<file path="src/rtl/alu_pkg.sv">
// Shared types, op codes and helpers for the ALU arbiter.
// Op codes follow the external ALU's select encoding.
package alu_pkg;

  localparam int W_DEFAULT = 64;

  localparam logic [3:0] ALU_AND   = 4'b0000;
  localparam logic [3:0] ALU_OR    = 4'b0001;
  localparam logic [3:0] ALU_ADD   = 4'b0010;
  localparam logic [3:0] ALU_SUB   = 4'b0110;
  localparam logic [3:0] ALU_PASSB = 4'b0111;
  localparam logic [3:0] ALU_NOR   = 4'b1100;

  typedef enum logic [1:0] {
    ST_IDLE,
    ST_EXEC,
    ST_RESP
  } state_t;

  function automatic logic op_legal(
    input logic [3:0] sel
  );
    case (sel)
      ALU_AND,
      ALU_OR,
      ALU_ADD,
      ALU_SUB,
      ALU_PASSB,
      ALU_NOR: op_legal = 1'b1;
      default: op_legal = 1'b0;
    endcase
  endfunction

endpackage

</file>
<file path="src/rtl/alu_arbiter_if.sv">
// Requester-side request/response bundle of the ALU arbiter.
// master = requesters, slave = arbiter.
interface alu_arbiter_if
  import alu_pkg::*;
#(
  parameter int NREQ = 2,
  parameter int W    = W_DEFAULT
) ();

  logic [NREQ-1:0]   req_valid;
  logic [NREQ*W-1:0] req_a;
  logic [NREQ*W-1:0] req_b;
  logic [NREQ*4-1:0] req_sel;
  logic [NREQ-1:0]   req_ready;
  logic [NREQ-1:0]   rsp_valid;
  logic [NREQ-1:0]   rsp_ready;
  logic [W-1:0]      rsp_result;
  logic              rsp_zero;
  logic              rsp_err;

  modport master (
    output req_valid,
    output req_a,
    output req_b,
    output req_sel,
    output rsp_ready,
    input  req_ready,
    input  rsp_valid,
    input  rsp_result,
    input  rsp_zero,
    input  rsp_err
  );

  modport slave (
    input  req_valid,
    input  req_a,
    input  req_b,
    input  req_sel,
    input  rsp_ready,
    output req_ready,
    output rsp_valid,
    output rsp_result,
    output rsp_zero,
    output rsp_err
  );

endinterface

</file>
<file path="src/rtl/rr_pick.sv">
// Round-robin picker: first set request at or above ptr,
// wrapping modulo N. Purely combinational.
module rr_pick #(
  parameter int N  = 2,
  parameter int IW = $clog2(N)
) (
  input  logic [N-1:0]  req,
  input  logic [IW-1:0] ptr,
  output logic [N-1:0]  gnt,
  output logic [IW-1:0] gnt_idx,
  output logic          any
);

  logic [IW-1:0] idx;

  always_comb begin
    gnt_idx = '0;
    any     = 1'b0;
    idx     = '0;
    gnt     = '0;
    for (int k = 0; k < N; k++) begin
      idx = IW'((int'(ptr) + k) % N);
      if (!any && req[idx]) begin
        any     = 1'b1;
        gnt_idx = idx;
      end
    end
    if (any) gnt[gnt_idx] = 1'b1;
  end

endmodule

</file>
<file path="src/rtl/alu_arbiter.sv">
// Round-robin arbiter sharing one external combinational ALU
// among NREQ requesters; one operation per three cycles.
module alu_arbiter
  import alu_pkg::*;
#(
  parameter int NREQ = 2,
  parameter int W    = W_DEFAULT
) (
  input  logic          clk,
  input  logic          rst_n,
  alu_arbiter_if.slave  bus,
  output logic          busy,
  output logic [W-1:0]  alu_a,
  output logic [W-1:0]  alu_b,
  output logic [3:0]    alu_sel,
  input  logic [W-1:0]  alu_out,
  input  logic          alu_z
);

  localparam int IW = $clog2(NREQ);

  state_t          state;
  logic [IW-1:0]   rr_ptr;
  logic [IW-1:0]   owner;
  logic [IW-1:0]   gnt_idx;
  logic [NREQ-1:0] gnt;
  logic            any;
  logic [W-1:0]    pick_a;
  logic [W-1:0]    pick_b;
  logic [3:0]      pick_sel;
  logic            err_q;

  rr_pick #(
    .N  (NREQ),
    .IW (IW)
  ) u_pick (
    .req     (bus.req_valid),
    .ptr     (rr_ptr),
    .gnt     (gnt),
    .gnt_idx (gnt_idx),
    .any     (any)
  );

  always_comb begin
    pick_a   = '0;
    pick_b   = '0;
    pick_sel = '0;
    for (int i = 0; i < NREQ; i++) begin
      if (gnt[i]) begin
        pick_a   = bus.req_a[i*W +: W];
        pick_b   = bus.req_b[i*W +: W];
        pick_sel = bus.req_sel[i*4 +: 4];
      end
    end
  end

  assign bus.req_ready = (state == ST_IDLE) ? gnt : '0;
  assign busy          = (state != ST_IDLE);

  always_comb begin
    bus.rsp_valid = '0;
    if (state == ST_RESP) bus.rsp_valid[owner] = 1'b1;
  end

  always_ff @(posedge clk or negedge rst_n) begin
    if (!rst_n) begin
      state          <= ST_IDLE;
      rr_ptr         <= '0;
      owner          <= '0;
      alu_a          <= '0;
      alu_b          <= '0;
      alu_sel        <= ALU_AND;
      err_q          <= 1'b0;
      bus.rsp_result <= '0;
      bus.rsp_zero   <= 1'b0;
      bus.rsp_err    <= 1'b0;
    end else begin
      unique case (state)
        ST_IDLE: begin
          if (any) begin
            alu_a  <= pick_a;
            alu_b  <= pick_b;
            err_q  <= !op_legal(pick_sel);
            // illegal codes never reach the ALU select
            if (op_legal(pick_sel)) alu_sel <= pick_sel;
            owner  <= gnt_idx;
            rr_ptr <= (gnt_idx == IW'(NREQ - 1)) ?
                      '0 : gnt_idx + IW'(1);
            state  <= ST_EXEC;
          end
        end
        ST_EXEC: begin
          bus.rsp_result <= err_q ? '0 : alu_out;
          bus.rsp_zero   <= !err_q && alu_z;
          bus.rsp_err    <= err_q;
          state          <= ST_RESP;
        end
        ST_RESP: begin
          if (bus.rsp_ready[owner]) state <= ST_IDLE;
        end
        default: state <= ST_IDLE;
      endcase
    end
  end

endmodule

</file>
<file path="src/flat_wrapper.sv">
// flat-port wrapper written by rule: the top's interface ports become plain ports
module alu_arbiter_flat import alu_pkg::*;
#(
  parameter int NREQ = 2,
  parameter int W    = W_DEFAULT
)
  (clk, rst_n, busy, alu_a, alu_b, alu_sel, alu_out, alu_z, bus_req_valid, bus_req_a, bus_req_b, bus_req_sel, bus_rsp_ready, bus_req_ready, bus_rsp_valid, bus_rsp_result, bus_rsp_zero, bus_rsp_err);
  alu_arbiter_if #(.NREQ(NREQ), .W(W)) bus_i ();
  input  logic clk;
  input  logic rst_n;
  output logic busy;
  output logic [W-1:0] alu_a;
  output logic [W-1:0] alu_b;
  output logic [3:0] alu_sel;
  input  logic [W-1:0] alu_out;
  input  logic alu_z;
  input wire logic [$bits(bus_i.req_valid)-1:0] bus_req_valid;
  input wire logic [$bits(bus_i.req_a)-1:0] bus_req_a;
  input wire logic [$bits(bus_i.req_b)-1:0] bus_req_b;
  input wire logic [$bits(bus_i.req_sel)-1:0] bus_req_sel;
  input wire logic [$bits(bus_i.rsp_ready)-1:0] bus_rsp_ready;
  output wire logic [$bits(bus_i.req_ready)-1:0] bus_req_ready;
  output wire logic [$bits(bus_i.rsp_valid)-1:0] bus_rsp_valid;
  output wire logic [$bits(bus_i.rsp_result)-1:0] bus_rsp_result;
  output wire logic [$bits(bus_i.rsp_zero)-1:0] bus_rsp_zero;
  output wire logic [$bits(bus_i.rsp_err)-1:0] bus_rsp_err;
  assign bus_i.req_valid = bus_req_valid;
  assign bus_i.req_a = bus_req_a;
  assign bus_i.req_b = bus_req_b;
  assign bus_i.req_sel = bus_req_sel;
  assign bus_i.rsp_ready = bus_rsp_ready;
  assign bus_req_ready = bus_i.req_ready;
  assign bus_rsp_valid = bus_i.rsp_valid;
  assign bus_rsp_result = bus_i.rsp_result;
  assign bus_rsp_zero = bus_i.rsp_zero;
  assign bus_rsp_err = bus_i.rsp_err;
  alu_arbiter #(.NREQ(NREQ), .W(W)) u_core (.clk(clk), .rst_n(rst_n), .bus(bus_i), .busy(busy), .alu_a(alu_a), .alu_b(alu_b), .alu_sel(alu_sel), .alu_out(alu_out), .alu_z(alu_z));
endmodule
</file>
<file path="config.mk">
export PLATFORM = sky130hd
export DESIGN_NAME = alu_arbiter_flat
export DESIGN_NICKNAME = d
export VERILOG_FILES = /design/src/rtl/alu_pkg.sv /design/src/rtl/alu_arbiter_if.sv /design/src/rtl/rr_pick.sv /design/src/rtl/alu_arbiter.sv /design/src/flat_wrapper.sv
export SDC_FILE = /design/constraint.sdc
export NUM_CORES = 1
export LEC_CHECK = 0
export ABC_AREA = 1
export BUFFER_PORTS_ARGS = -buffer_cell sky130_fd_sc_hd__buf_2
export CORE_AREA = 5 5 206 208
export DETAILED_ROUTE_END_ITERATION = 6
export DIE_AREA = 0 0 211 213
export PLACE_DENSITY = 0.51
export SYNTH_ARGS = -nofsm -noshare
export SYNTH_HDL_FRONTEND = slang
export SYNTH_HIERARCHICAL = 1
export SYNTH_SLANG_ARGS = --single-unit
</file>
<file path="constraint.sdc">
create_clock -name clk -period 2.93 [get_ports clk]
set_clock_uncertainty 0.15 [all_clocks]
set_input_delay 0.1465 -clock clk [delete_from_list [all_inputs] [get_ports clk]]
set_output_delay 0.1465 -clock clk [all_outputs]
set_load 0.005 [all_outputs]
</file>
## Yosys cells after proc, flatten, opt, wreduce, memory -nomap -nowiden

Cells that the tools add are included.
Widths: inputs -> output; s select.

- Register bits: 203
- Output and inout port bits: 203

- Order comparisons: 6
- Equality and inequality tests: 9
- Add/subtract/negate cells: 2
- Mux-type cells: 31
- Reduce and logical (&&, ||, !) cells: 14

Operators with widths:

| cell | count |
|---|---|
| $mux 64 | 5 |
| $mux 1 | 16 |
| $mux 2 | 5 |
| $eq 4x3->1 const B | 2 |
| $lt 1x2->1 const B | 4 |
| $mux 4 | 2 |
| $pmux 2 s3 | 1 |
| $reduce_or 6->1 | 1 |
| $eq 4x1->1 const B | 1 |
| $eq 4x2->1 const B | 1 |
| $eq 4x4->1 const B | 1 |
| $logic_and 1x1->1 | 4 |
| $logic_not 4->1 | 1 |
| $reduce_and 2->1 | 2 |
| $logic_not 1->1 | 3 |
| $reduce_and 3->1 | 1 |
| $add 1x1->1 const B | 2 |
| $demux 1 s1 | 2 |
| $eq 2x1->1 const B | 1 |
| $eq 2x2->1 const B | 1 |
| $ge 1x1->1 const B | 2 |
| $logic_not 2->1 | 1 |
| $ne 2x1->1 const B | 1 |
| $ne 2x2->1 const B | 1 |
| $reduce_bool 2->1 | 1 |

## Depth between registers and ports, before layout

- Depth in word-level cells: 19
- Gate-level depth with buffers: 12

## Cells and area by module

Netlist, hierarchy kept.

Modules (own cells, without submodules):

| module | cells each | times used | area an instance (µm²) | sequential area each (µm²) |
|---|---|---|---|---|
| alu_arbiter | 792 | 1 | 8485.6 | 5079.9 |
| rr_pick | 7 | 1 | 30.0 | 0.0 |

## Worst setup path before layout

Ideal clock, no wire load.

- Kind: reg-to-reg
- From: reg u_core.rr_ptr
- To: reg u_core.alu_sel[0]
- Buffers on the path: 1
- Period minus slack after synthesis: 1.707 ns
- Data required time: 2.662 ns
- Cell stages (with the launch flop): 13
- Data arrival time: 1.440 ns
- Path slack: 1.223 ns
- Cell sequence: dfrtp_1 -> inv_1 -> a21oi_1 -> buf_4 -> inv_1 -> nand2_1 -> nand2_1 -> nand2_2 -> nand2_1 -> nand2_2 -> nand3_2 -> nand2_1 -> nand2_1

- Elaborated cells between the ends (all ways): 30
- Those cells by class: add/sub (1); order compare (2); eq/ne (5); mux (16); reduce/logical (6)

RTL lines:

| item | RTL line | RTL |
|---|---|---|
| start: declaration | alu_arbiter.sv:23 | `logic [IW-1:0] rr_ptr;` |
| start signal: assignment | alu_arbiter.sv:87 | `rr_ptr <= (gnt_idx == IW'(NREQ - 1)) ?` |
| $mux 1 (implied by the code) (2 in a row) | rr_pick.sv:23 | `if (!any && req[idx]) begin` |
| $mux 1 | rr_pick.sv:23 |  |
| $logic_not 1->1 | rr_pick.sv:23 |  |
| $logic_and 1x1->1 | rr_pick.sv:23 |  |
| $mux 1 | rr_pick.sv:23 |  |
| $lt 1x2->1 (implied by the code) / $ge 1x1->1 (equally long branches) | rr_pick.sv:28 | `if (any) gnt[gnt_idx] = 1'b1;` |
| $logic_and 1x1->1 (implied by the code) | rr_pick.sv:28 |  |
| $mux 1 (implied by the code) | rr_pick.sv:28 |  |
| [... 2 more ...] | - |  |
| named net u_core.gnt[1] | alu_arbiter.sv:26 | `logic [NREQ-1:0] gnt;` |
| $mux 4 * | alu_arbiter.sv:49 | `if (gnt[i]) begin` |
| $eq 4x1->1, or another cell as far along | alu_pkg.sv:23 | `case (sel)` |
| $reduce_or 6->1 | alu_pkg.sv:23 |  |
| $mux 1 | alu_pkg.sv:23 |  |
| $mux 1 | alu_arbiter.sv:80 | `if (any) begin` |
| $mux 1 | alu_arbiter.sv:78 | `unique case (state)` |
| $reduce_and 3->1 (no line) | - |  |
| end signal: assignment | alu_arbiter.sv:85 | `if (op_legal(pick_sel)) alu_sel <= pick_sel;` |
| end: declaration | alu_arbiter.sv:15 | `output logic [3:0] alu_sel,` |

Mark *: on every way through the listed nets, which the timed path passes. The rest lies on a longest branch. The select of a mux whose other input is x is not followed.
A chain may end at the register's enable or synchronous reset.

## Final worst setup path

- From: reg u_core.rr_ptr
- To: reg u_core.alu_b[45]

- Cells in the longest elaborated chain, start to end: 13
- Elaborated cells between the ends (all ways): 20
- Those cells by class: add/sub (1); order compare (2); mux (13); reduce/logical (4)

RTL lines:

| item | RTL line | RTL |
|---|---|---|
| $mux 1 (implied by the code) (2 in a row) | rr_pick.sv:23 |  |
| $mux 1 | rr_pick.sv:23 |  |
| $logic_not 1->1 | rr_pick.sv:23 |  |
| $logic_and 1x1->1 | rr_pick.sv:23 |  |
| $mux 1 | rr_pick.sv:23 |  |
| $lt 1x2->1 (implied by the code) / $ge 1x1->1 (equally long branches) | rr_pick.sv:28 |  |
| $logic_and 1x1->1 (implied by the code) | rr_pick.sv:28 |  |
| $mux 1 (implied by the code) | rr_pick.sv:28 |  |
| $demux 1 s1 | rr_pick.sv:28 |  |
| $mux 2 * | rr_pick.sv:28 |  |
| named net u_core.gnt[0] | alu_arbiter.sv:26 |  |
| $mux 64 * (2 in a row) | alu_arbiter.sv:49 |  |
| end signal: assignment | alu_arbiter.sv:82 | `alu_b <= pick_b;` |
| end: declaration | alu_arbiter.sv:14 | `output logic [W-1:0] alu_b,` |

Marked as above.

==> summary.txt <==
Placement
  – Hpwl dp: 24.9 mm
  – Global placement routability congestion: approximately 0.8
  – Port Buf Inserts: between 500 and 600
  – DP Area: ~12000 sq um
  – Placed cells: about 1800

Power and ir drop
  – Logic pwr share: 0.394
  – Internal power: about 0.0079 W
  – Register share of total power: 0.364
  – Sw power: between 0.004 and 0.005 W
  – Power per cell area: around 770 nW/um^2
  – Clock Power Share: 0.243
  – Sw Ratio: 0.351
  – VDD IR max: approximately 0.42 mV
  – Lkg Pwr: between 7 and 8 nW

STA
  – Slew Limit Fails: 0
  – Fmax: about 380 MHz
  – Slew headroom: 0.512
  – Final Hold Viols: 0
  – Final setup violating endpoints: 0
  – Setup TNS: 0 ps
  – RSZ-0062 raised after global routing: no
  – Slew @ Worst Pin: between 700 and 800 ps
  – Final period util: 0.892
  – Fin crit period: 2610 ps

Clock network
  – CTS max path bufs: 3
  – Worst skew pair latency: 520 ps
  – Cts repair resizes: 0
  – Cts bufs inserted: 24
  – CTS tree: built
  – CTS sink count: around 200
  – CTS Root Cell: clkbuf_16
  – H-Tree Depth: 1
  – Clk slew on worst S/H paths: approximately 60 ps

Setup path
  – WS Path Type: flip-flop to flip-flop
  – CP arrival: 2890 ps
  – Worst Path Max Fanout: between 50 and 60
  – CP max stage cell: dlygate4sd3_1
  – Critical Path Max Stage Delay: 610 ps
  – Worst setup path startpoint: u_core/rr_ptr
  – Worst path cell trace: a21oi_1, inv_1, nor2_4, buf_4, a22oi_1, dlygate4sd3_1, o21ai_0
  – Critical Path RT: ~3200 ps
  – Worst Setup End Kind: flip-flop
  – Worst r2r src: u_core/rr_ptr
  – Startpoint Class: flip-flop

Logic synthesis
  – Number of flops mapped to enable cells by yosys: 0
  – Mapped Cells: 799
  – Synthesis Warnings: 6
  – #FFs+latches synth: approximately 200
  – Most frequent cell after synthesis: dfrtp_1
  – Top cell type by total area after synthesis: dfrtp_1
  – Yosys top cell area share: 0.597
  – Top cells by area, synth: dfrtp_1 (60%), a22oi_1 (11%), o21ai_0 (7.7%)
  – Syn avg cell area: about 11 sq um
  – Async set or reset register ratio after synthesis: 1.00
  – Post-synthesis sequential area ratio: 0.597
  – Synth cell count leaders: dfrtp_1 (203), nand2_1 (158), o21ai_0 (131)
  – Mapped Area: between 8000 and 9000 sq um
  – Netlist cell types: 20
  – Post-synth top flop: dfrtp_1
  – Post-Syn Nets: between 1000 and 1500

Global route
  – GRT Overall Usage: 0.155
  – Largest net degree at the start of global routing: about 170
  – Grt ovf: 0
  – Global-route wire length before repair: around 56 mm
  – Antenna violations before repair: 4
  – Vias in the first global route: between 10000 and 15000

Cells and area
  – Final nets: 1977
  – Synth-to-layout area growth: 85.7%
  – Final non-filler cell total: between 2000 and 2500
  – Layout cells sized above 1: 0.363
  – Post-route cell area: about 16000 sq um

Routing
  – Routed Wire Length: around 37 mm
  – Antenna-violating nets left: 0
  – Vias per inst: 4.47
  – DR vias: 9800
  – DRC errors left: 0
  – 1st-pass router iterations: 5
  – 1st-iter DRT viols: 750
  – DR WL/cell: 17.0 um

Run
  – Max-Cap Viols: 0

Run status
  – Status: complete, no violations

Floorplanning
  – Die Height: roughly 210 um
  – Die X: ~210 um
  – Die area: 44900 sq um
  – IO Count: around 540
  – Core area: roughly 40000 sq um
  – Starting Density: 0.211
  – FP Rows: 74

Min path
  – Worst Min Path Start: bus_req_valid[1]
  – Worst min path class: primary input to flip-flop
==> layout make-up <==
type / count / area, sq um
Antenna cell: 1 / 2.50
Clock buffer: 33 / 706
Clock inverter: 10 / 82.6
Fill cell: 3891 / 24600
Inverter: 15 / 56.3
Multi-Input combinational cell: 510 / 2980
Sequential cell: 203 / 5080
Tap cell: 532 / 666
Timing Repair Buffer: 888 / 6240
==> power by group through the flow <==
stage	clock network, W	registers [W]	logic (W)
detailed placement	0	0.00442	0.00416
CTS	0.00308	0.00440	0.00481
global placement	0	0.00441	0.00413
floorplan	0	0.00449	0.00210
global route	0.00317	0.00454	0.00531
finish	0.00295	0.00441	0.00478
==> routing by layer <==
metal | wire [um] | global-route usage
met4 | 1500 | 0.0642
met3 | 3040 | 0.0406
met2 | 18200 | 0.262
met1 | 14500 | 0.188
met5 | 34 | 0
==> kinds of logic (layout without fill, tap and decap cells) <==
kind of cell / after synthesis / in the layout / synth area share
compound gates: 330 / 330 / 0.262
buf+inv: 86 / 946 / 0.0582
flops: 203 / 203 / 0.597
other cells: 0 / 1 / 0
simple gates: 180 / 180 / 0.0830
==> final timing paths <==
path                       depth (start not counted)                        end  slack (ps)
hold / removal                                     5               u_core/owner          50
setup reg to reg                                   7           u_core/alu_b[45]         320
max in group asynchronous                          3           u_core/alu_b[52]        2060
hold reg to reg                                    2          u_core/alu_sel[3]         320
min in group asynchronous                          3  u_core/bus.rsp_result[21]          70
setup / recovery                                   7           u_core/alu_b[45]         320
==> placed cells by master, fill, tap and decap left out, types with 2 or more instances in the layout <==
cell type / n
dfrtp_1: 203
nand4_1: 5
nor2_1: 9
buf_12: 5
clkinv_4: 2
a21oi_4: 2
a22o_1: 65
buf_4: 9
nand2_1: 158
o21ai_0: 131
clkbuf_16: 25
nand2_2: 2
a21oi_1: 2
clkinv_2: 7
clkbuf_1: 3
inv_1: 14
nor2_4: 2
clkbuf_8: 6
dlygate4sd3_1: 337
buf_2: 536
a22oi_1: 128
==> registers in the layout (all words and copies together), names as in the netlist <==
name and cells:
u_core/alu_sel 4, u_core/bus.rsp_zero 1, u_core/bus.rsp_result 64, u_core/alu_b 64, u_core/state 2, u_core/err_q 1
u_core/owner 1, u_core/alu_a 64, u_core/bus.rsp_err 1, u_core/rr_ptr 1
==> what timing repair did <==
item	CTS	global route
hold buffers	338	0
endpoints found under the setup margin	0	28
buffers inserted	0	2
endpoints found under the hold margin	403	0
==> metrics by stage <==
stage | total power (W) | hold WS (ps) | setup slack (ps) | utilization
after floorplan | 0.00659 | -299 | 1220 | -
after global placement | 0.00854 | -50.2 | 776 | 0.288
after global routing | 0.0130 | 91.9 | 93.9 | 0.392
after CTS | 0.0123 | 7.93 | 20.5 | 0.391
after detailed placement | 0.00858 | -52.2 | 662 | 0.288
final | 0.0121 | 48.6 | 316 | 0.392
==> critical path, delay by kind of cell (launching register included) <==
kind / cells / cell delay (ps)
buf+inv: 3 / 1210
simple gates: 1 / 140
compound gates: 3 / 570
flops: 1 / 390
Power figures use the tool's default switching activity.
